File: src/rtl/adc_pkg.sv
// Shared definitions for the ADC front end and its millivolt/BCD consumer.
package adc_pkg;

    localparam int ADC_W  = 8;
    localparam int DIGITS = 4;
    localparam int MV_W   = 14;
    localparam int BCD_W  = 16;
    localparam int PROD_W = 22;

    typedef enum logic [1:0] {
        ST_IDLE  = 2'd0,
        ST_SCALE = 2'd1,
        ST_CONV  = 2'd2,
        ST_DONE  = 2'd3
    } state_e;

endpackage

File: src/rtl/bin2bcd_seq.sv
// Sequential double-dabble: one add-3/shift iteration per clock, MV_W iterations per run.
module bin2bcd_seq
    import adc_pkg::*;
(
    input  logic              clk,
    input  logic              rst,
    input  logic              start,
    input  logic [MV_W-1:0]   bin,
    output logic              busy,
    output logic              done,
    output logic [BCD_W-1:0]  bcd
);

    localparam int SR_W = BCD_W + MV_W;

    logic [SR_W-1:0] sr_q, sr_d;
    logic [3:0]      it_q, it_d;
    logic [SR_W-1:0] adj;

    always_comb begin
        sr_d = sr_q;
        it_d = it_q;
        adj  = sr_q;
        if (start) begin
            sr_d = {{BCD_W{1'b0}}, bin};
            it_d = 4'(MV_W);
        end else if (it_q != 4'd0) begin
            for (int i = 0; i < DIGITS; i++) begin
                if (adj[MV_W + 4*i +: 4] >= 4'd5) begin
                    adj[MV_W + 4*i +: 4] = adj[MV_W + 4*i +: 4] + 4'd3;
                end
            end
            sr_d = adj << 1;
            it_d = it_q - 4'd1;
        end
    end

    always_ff @(posedge clk) begin
        if (rst) begin
            sr_q <= '0;
            it_q <= '0;
        end else begin
            sr_q <= sr_d;
            it_q <= it_d;
        end
    end

    // done marks the cycle whose closing edge performs the final iteration,
    // so the caller can be ready to take bcd on the very next edge.
    assign busy = (it_q != 4'd0);
    assign done = (it_q == 4'd1);
    assign bcd  = sr_q[SR_W-1:MV_W];

endmodule

File: src/rtl/adc_volt_bcd.sv
// Captures ADC conversions, block-averages them, scales to mV and emits packed BCD.
module adc_volt_bcd
    import adc_pkg::*;
#(
    parameter int AVG_LOG2 = 3,
    parameter int VREF_MV  = 5000
) (
    input  logic              clk,
    input  logic              rst,
    input  logic              cs_n,
    input  logic [ADC_W-1:0]  data,
    output logic [ADC_W-1:0]  avg_data,
    output logic [BCD_W-1:0]  volt_bcd,
    output logic              bcd_valid,
    output logic              overrun
);

    localparam int ACC_W = ADC_W + AVG_LOG2;
    localparam int CNT_W = (AVG_LOG2 > 0) ? AVG_LOG2 : 1;

    logic              cs_d_q, cs_d_d;
    logic [ACC_W-1:0]  acc_q, acc_d;
    logic [CNT_W-1:0]  cnt_q, cnt_d;
    logic [ADC_W-1:0]  avg_r_q, avg_r_d;

    logic              cs_edge;
    logic              block_done;
    logic [ACC_W-1:0]  sum;
    logic [PROD_W-1:0] prod;
    logic [MV_W-1:0]   mv;

    state_e            state_q;
    logic [ADC_W-1:0]  avg_data_q;
    logic [BCD_W-1:0]  volt_bcd_q;
    logic              bcd_valid_q;
    logic              overrun_q;

    logic              conv_start;
    logic              conv_busy;
    logic              conv_done;
    logic [BCD_W-1:0]  conv_bcd;

    always_comb begin
        cs_edge    = cs_n & ~cs_d_q;
        block_done = cs_edge & ((AVG_LOG2 == 0) ? 1'b1 : (&cnt_q));
        sum        = acc_q + ACC_W'(data);
        cs_d_d     = cs_n;
        acc_d      = acc_q;
        cnt_d      = cnt_q;
        avg_r_d    = avg_r_q;
        if (cs_edge) begin
            cnt_d = cnt_q + CNT_W'(1);
            acc_d = block_done ? '0 : sum;
        end
        // A block finishing while a conversion is in flight keeps the old average.
        if (block_done && (state_q == ST_IDLE)) begin
            avg_r_d = sum[ACC_W-1:AVG_LOG2];
        end
        prod = PROD_W'(avg_r_q) * PROD_W'(VREF_MV);
        mv   = MV_W'(prod >> 8);
    end

    always_ff @(posedge clk) begin
        if (rst) begin
            cs_d_q  <= 1'b1;
            acc_q   <= '0;
            cnt_q   <= '0;
            avg_r_q <= '0;
        end else begin
            cs_d_q  <= cs_d_d;
            acc_q   <= acc_d;
            cnt_q   <= cnt_d;
            avg_r_q <= avg_r_d;
        end
    end

    assign conv_start = (state_q == ST_SCALE);

    bin2bcd_seq u_bin2bcd (
        .clk   (clk),
        .rst   (rst),
        .start (conv_start),
        .bin   (mv),
        .busy  (conv_busy),
        .done  (conv_done),
        .bcd   (conv_bcd)
    );

    always_ff @(posedge clk) begin
        if (rst) begin
            state_q     <= ST_IDLE;
            avg_data_q  <= '0;
            volt_bcd_q  <= '0;
            bcd_valid_q <= 1'b0;
            overrun_q   <= 1'b0;
        end else begin
            bcd_valid_q <= 1'b0;
            if (block_done && (state_q != ST_IDLE)) begin
                overrun_q <= 1'b1;
            end
            case (state_q)
                ST_IDLE: begin
                    if (block_done) state_q <= ST_SCALE;
                end
                ST_SCALE: begin
                    state_q <= ST_CONV;
                end
                ST_CONV: begin
                    if (conv_busy && conv_done) state_q <= ST_DONE;
                end
                ST_DONE: begin
                    volt_bcd_q  <= conv_bcd;
                    avg_data_q  <= avg_r_q;
                    bcd_valid_q <= 1'b1;
                    state_q     <= ST_IDLE;
                end
                default: state_q <= ST_IDLE;
            endcase
        end
    end

    assign avg_data  = avg_data_q;
    assign volt_bcd  = volt_bcd_q;
    assign bcd_valid = bcd_valid_q;
    assign overrun   = overrun_q;

endmodule

File: config.mk
export PLATFORM = sky130hd
export DESIGN_NAME = adc_volt_bcd
export DESIGN_NICKNAME = d
export VERILOG_FILES = /design/src/rtl/adc_pkg.sv /design/src/rtl/bin2bcd_seq.sv /design/src/rtl/adc_volt_bcd.sv
export SDC_FILE = /design/constraint.sdc
export NUM_CORES = 1
export LEC_CHECK = 0
export ABC_AREA = 1
export CORE_ASPECT_RATIO = 0.75
export CORE_UTILIZATION = 23
export DETAILED_ROUTE_END_ITERATION = 8
export HOLD_SLACK_MARGIN = 0.02
export SYNTH_ARGS = -nofsm -noshare
export SYNTH_HDL_FRONTEND = slang
export SYNTH_SLANG_ARGS = --single-unit
File: constraint.sdc
create_clock -name clk -period 3.35 [get_ports clk]
set_clock_uncertainty 0.1 [all_clocks]
set_input_delay 0.67 -clock clk [delete_from_list [all_inputs] [get_ports clk]]
set_output_delay 0.67 -clock clk [all_outputs]
set_load 0.02 [all_outputs]
# Word-level counts from Yosys, hierarchy flattened
# Cells that the tools add are included.
# op_classes
add_sub_neg	7
multipliers	1
n_lt_le_gt_ge	4
eq_ne	6
muxes	13
bitwise_logic	3
n_reduce_logical	10
# ops
op	count
$mux 13	2
$mux 4	5
$mul 8x10->18 const B	1
$ge 4x3->1 const B	4
$add 4x2->4 const B	3
$add 11x8->11	1
$mux 11	1
$pmux 2 s4	1
$eq 2x2->1 const B	2
$eq 4x1->1 const B	1
$mux 2	2
$ne 2x2->1 const B	2
$reduce_bool 2->1	2
$reduce_bool 4->1	1
$sub 4x1->4 const B	1
$add 3x1->3 const B	1
$add 3x2->3 const B	1
$logic_and 1x1->1	3
$mux 3	1
$reduce_and 3->1	1
$and 1x1->1	2
$eq 2x1->1 const B	1
$logic_not 2->1	1
$reduce_and 2->1	1
3 further kinds	3
# word_totals
reg_bits	85
inputBits	11
out_inout_bits	26
word_cells	57

# Logic depth before layout (Yosys ltp)
# depth
depth_word	5
depth_mapped	17

# By module
# Synthesis repeated with hierarchy kept, for this count alone.
# hier_totals
hier_cells	758
area_unflattened_um2	5495.3
# by_module_without_submodules
mod	instances	cells_per_inst	area_per_inst_um2	seq_area_each_um2
adc_volt_bcd	1	469	3542.1	1021.0
bin2bcd_seq	1	289	1953.1	680.7

# Worst setup path after synthesis
# OpenSTA, ideal clock, no wires.
# synth_timing
path_kind	reg2reg
start	reg avg_r_q[5]
end	reg u_bin2bcd.sr_q[9]
arrival_time_ns	3.188
required_time_ns	3.118
slack_ns	-0.070
stages_incl_launch_ff	16
path_cell_list	dfxtp_1 -> fa_1 -> fa_1 -> ha_1 -> inv_1 -> fa_1 -> inv_1 -> ha_1 -> a21oi_1 -> nor2_1 -> nor2_1 -> nand2_1 -> nand2_1 -> nand3_1 -> nand2_1 -> a21oi_1
# synth_between
elab_chain_len	2
# synth_rtl
element	line_no	rtl
from (decl)	adc_volt_bcd.sv:24	logic [ADC_W-1:0] avg_r_q, avg_r_d;
from (signal assigned)	adc_volt_bcd.sv:73	avg_r_q <= avg_r_d;
$mul 8x10->18	adc_volt_bcd.sv:59	prod = PROD_W'(avg_r_q) * PROD_W'(VREF_MV);
$mux 13	bin2bcd_seq.sv:24	if (start) begin
to (signal assigned)	bin2bcd_seq.sv:43	sr_q <= sr_d;
to (decl)	bin2bcd_seq.sv:16	logic [SR_W-1:0] sr_q, sr_d;
# No other way between the ends.
# A chain may end at the register's enable or synchronous reset.

# Worst setup path after layout
# layout_timing
start	reg avg_r_q[6]
end	reg u_bin2bcd.sr_q[11]
# Same word-level chain as after synthesis.

==> key figures <==
Worst setup path
  • Critical Path Source Type: flop
  • WS Path Type: reg -> reg
  • Depth of the most critical reg-to-reg path: 16
  • R2R Setup Slk: -0.05 ns
  • CP Max Fanout: 4
  • Critical Path AT: around 3.5 ns
  • CP endpoint kind: flop
  • Data required time of the worst path: about 3.5 ns

Floorplan
  • Die area: 0.0231 sq mm
  • # IOs: 37
  • Die span in x: 175 um
  • Row count: 47
  • CORE AREA: 0.0221 sq mm
  • Die Height: between 100 and 150 um
  • Effective utilization at floorplan: a little under a quarter

Global route
  • Vias in the first global route: 4324
  • First-pass GRT wire length: around 20000 um
  • Initial antenna violation count: 0
  • Overflow after GRT: 0
  • Largest net degree at the start of global routing: 43
  • Total GRT Usage: a little over a tenth

Status
  • Outcome: finished with violations
  • Failing checks: negative setup slack

STA
  • Count of final setup violators: 3
  • Final Critical Period: between 3 and 4 ns
  • Fin crit share: 102%
  • Unrepaired setup endpoints after global routing: yes
  • Max-slew violations: 0
  • Worst-margin pin slew: approximately 0.73 ns
  • Worst setup margin: -0.0507 ns
  • Max_slew headroom: between 50% and 60%
  • Sum Neg Setup Slack: -0.112 ns
  • Hold Violations, Final: 0
  • Max frequency: approximately 290 MHz
  • WHS: between 0.3 and 0.4 ns

Final layout
  • Sequential cell area: roughly 0.0017 sq mm
  • Layout cells sized above 1: roughly a tenth
  • Multi-input logic area: about 0.0032 sq mm
  • # fillers: between 2000 and 2500
  • Antenna fix cells: 0
  • Layout area overhead: 24.8%
  • Final Core Density: a little under 30%
  • NumNets Final: about 800

Power
  • Internal: roughly 2300 uW
  • Psw: between 1000 and 1500 uW
  • Sequential Power Share: approximately 37%
  • Sw Ratio: 34.9%
  • Leak Pwr: about 0.0030 uW
  • Comb pwr share: 29.7%
  • Clock power share: between 30% and 40%
  • Power Dens Cells: approximately 540 mW/mm^2
  • Peak supply drop: about 280 uV

Yosys
  • Net Count, Synth: 774
  • Post-Synthesis Cells: approximately 700
  • Syn avg cell area: between 7 and 8 sq um
  • #FFs+latches synth: between 80 and 90
  • Ys Warns: 0
  • Register area share after synthesis: about a third
  • Post-Syn Area: between 0.005 and 0.006 sq mm
  • Netlist cell types: 34

Drt
  • Total number of vias: between 4000 and 5000
  • WL final: 12000 um
  • Routed length per instance: approximately 12 um
  • DR iter-0 viols: around 230
  • Vias per inst: around 4.3
  • Drt drc: 0
  • First drt pass iteration count: 5
  • Routed Antenna Nets: 0

Clocking
  • Clk Latency, worst-skew pair: ~0.35 ns
  • CTS Buffer Depth: 2
  • Total CTS buffers: 9
  • Root Driver: clkbuf_16
  • Clk slew on worst S/H paths: ~0.070 ns
  • CTS sink count: 85
  • CTS tree: built
  • Setup Fix Bufs, Post-CTS: 0
  • H-tree levels: 3

Place
  • Hpwl dp: 8710 um
  • I/O Buffers: 36
  • GP Congestion: roughly 0.84

Run
  • MaxCap Viol Count: 0

Hold path
  • Hold Path Class: reg -> reg
  • Hold Path Stages: 2
## power by group through the flow
stage | clock (uW) | sequential (uW) | combinational [uW]
2_1_floorplan | 0 | 1310 | 765
3_3_place_gp | 0 | 1290 | 1010
6_report | 1170 | 1270 | 1030
4_1_cts | 1190 | 1270 | 1030
3_5_place_dp | 0 | 1290 | 1020
5_1_grt | 1230 | 1290 | 1170
## cell usage in the layout, fill, tap and decap left out, types with 2 or more instances in the layout
master and n:
fa_1 12, nor2_8 2, ha_4 4, inv_1 89, a21oi_4 2, nand3_2 3, xor2_1 11, nand2_1 144
inv_2 3, a21oi_2 4, nor2_1 40, o21ai_1 9, clkdlybuf4s50_1 36, or2_2 3, nand4_1 4, bufinv_16 3
ha_1 56, buf_4 20, a211oi_1 2, nand2_2 4, clkinv_4 2, clkbuf_16 9, nand3_1 33, o32ai_1 4
inv_6 2, xnor2_1 2, nand2_4 3, nor2_4 3, nor2_2 4, o211ai_1 6, o21ai_0 60, dfxtp_1 83
a31oi_1 2, a21oi_1 67
## layer usage
| metal | vias to the layer above | share of wire (%) | routed length, um | global-route usage (%) |
|---|---|---|---|---|
| met4 | 0 | 2.1 | 247 | 4.54 |
| met5 | - | 0 | 0 | 0 |
| met3 | 14 | 3.9 | 461 | 1.70 |
| li1 | 2341 | - | - | - |
| met2 | 71 | 41 | 4930 | 16.5 |
| met1 | 2009 | 53 | 6330 | 15.3 |
## cell usage after synthesis, drive strengths merged
master / number / area share [%]
nand4: 4 / 0.48
o21bai: 1 / 0.15
nand2: 151 / 11
o21ai: 69 / 6.7
nor2: 49 / 4.3
clkbuf: 12 / 0.87
o22ai: 1 / 0.12
buf: 9 / 1.2
or2: 4 / 0.48
o32ai: 4 / 0.68
a211oi: 2 / 0.29
inv: 93 / 6.9
a31oi: 2 / 0.24
nor3: 2 / 0.29
a21oi: 73 / 7.1
ha: 60 / 15
xnor2: 2 / 0.34
o211ai: 6 / 0.87
o21a: 1 / 0.15
fa: 13 / 5.0
xor2: 11 / 1.9
dfxtp: 85 / 33
nand3: 36 / 3.5
## state kept, by name, indices dropped and copies added, names as in the netlist
signal / count
u_bin2bcd.it_q: 4
cnt_q: 3
overrun: 1
avg_data: 8
state_q: 2
u_bin2bcd.sr_q: 30
avg_r_q: 8
acc_q: 11
volt_bcd: 16
bcd_valid: 1
cs_d_q: 1
## worst paths after layout
| check | startpoint | end |
|---|---|---|
| hold reg to reg | u_bin2bcd.sr_q[4] | u_bin2bcd.sr_q[4] |
| setup / recovery | avg_r_q[6] | u_bin2bcd.sr_q[11] |
| hold / removal | u_bin2bcd.sr_q[4] | u_bin2bcd.sr_q[4] |
| setup reg to reg | avg_r_q[6] | u_bin2bcd.sr_q[11] |
## what timing repair did
action	4_1_cts	5_1_grt
pin swaps	17	13
hold buffers	0	0
endpoints found under the setup margin	7	9
resized for setup	13	23
## cell families (layout without fill, tap and decap cells)
logic type | count (synthesis) | after routing | synth area share (%)
xor+xnor | 13 | 13 | 2.20
flops | 85 | 85 | 32.9
buf+inv | 114 | 165 | 8.89
fa+ha+maj | 73 | 73 | 19.6
compound gates | 159 | 159 | 16.3
simple gates | 246 | 246 | 20.1
## critical path: stages (launching register included)
cell	delay (ns)
dfxtp_4	0.36
fa_1	0.55
fa_1	0.46
ha_4	0.30
inv_2	0.03
fa_1	0.48
inv_2	0.04
ha_4	0.31
nand2_4	0.07
inv_1	0.05
nand2_1	0.05
nand2_1	0.06
nand2_1	0.07
nand4_1	0.10
nand3_1	0.08
nand2_1	0.12
a21oi_2	0.06
## area by class of cell
class                   instances  share of cell area (%)
clock buffers                   9                    3.49
clock inverters                 7                    1.88
inverters                      93                    5.49
multi-input cells             491                    49.0
flip-flops and latches         85                    26.5
well taps                     294                    5.70
repair buffers                 56                    7.92
## through the flow
step                cells  area, sq um  worst slack, ns  total power [uW]
floorplan             690         5180           0.0360              2080
global placement     1019         5960          -0.0548              2300
detailed placement   1019         5960           -0.105              2310
CTS                  1035         6350          0.00974              3490
global route         1035         6450           -0.219              3690
finish               1035         6450          -0.0507              3470
(Power assumes the default switching activity.)
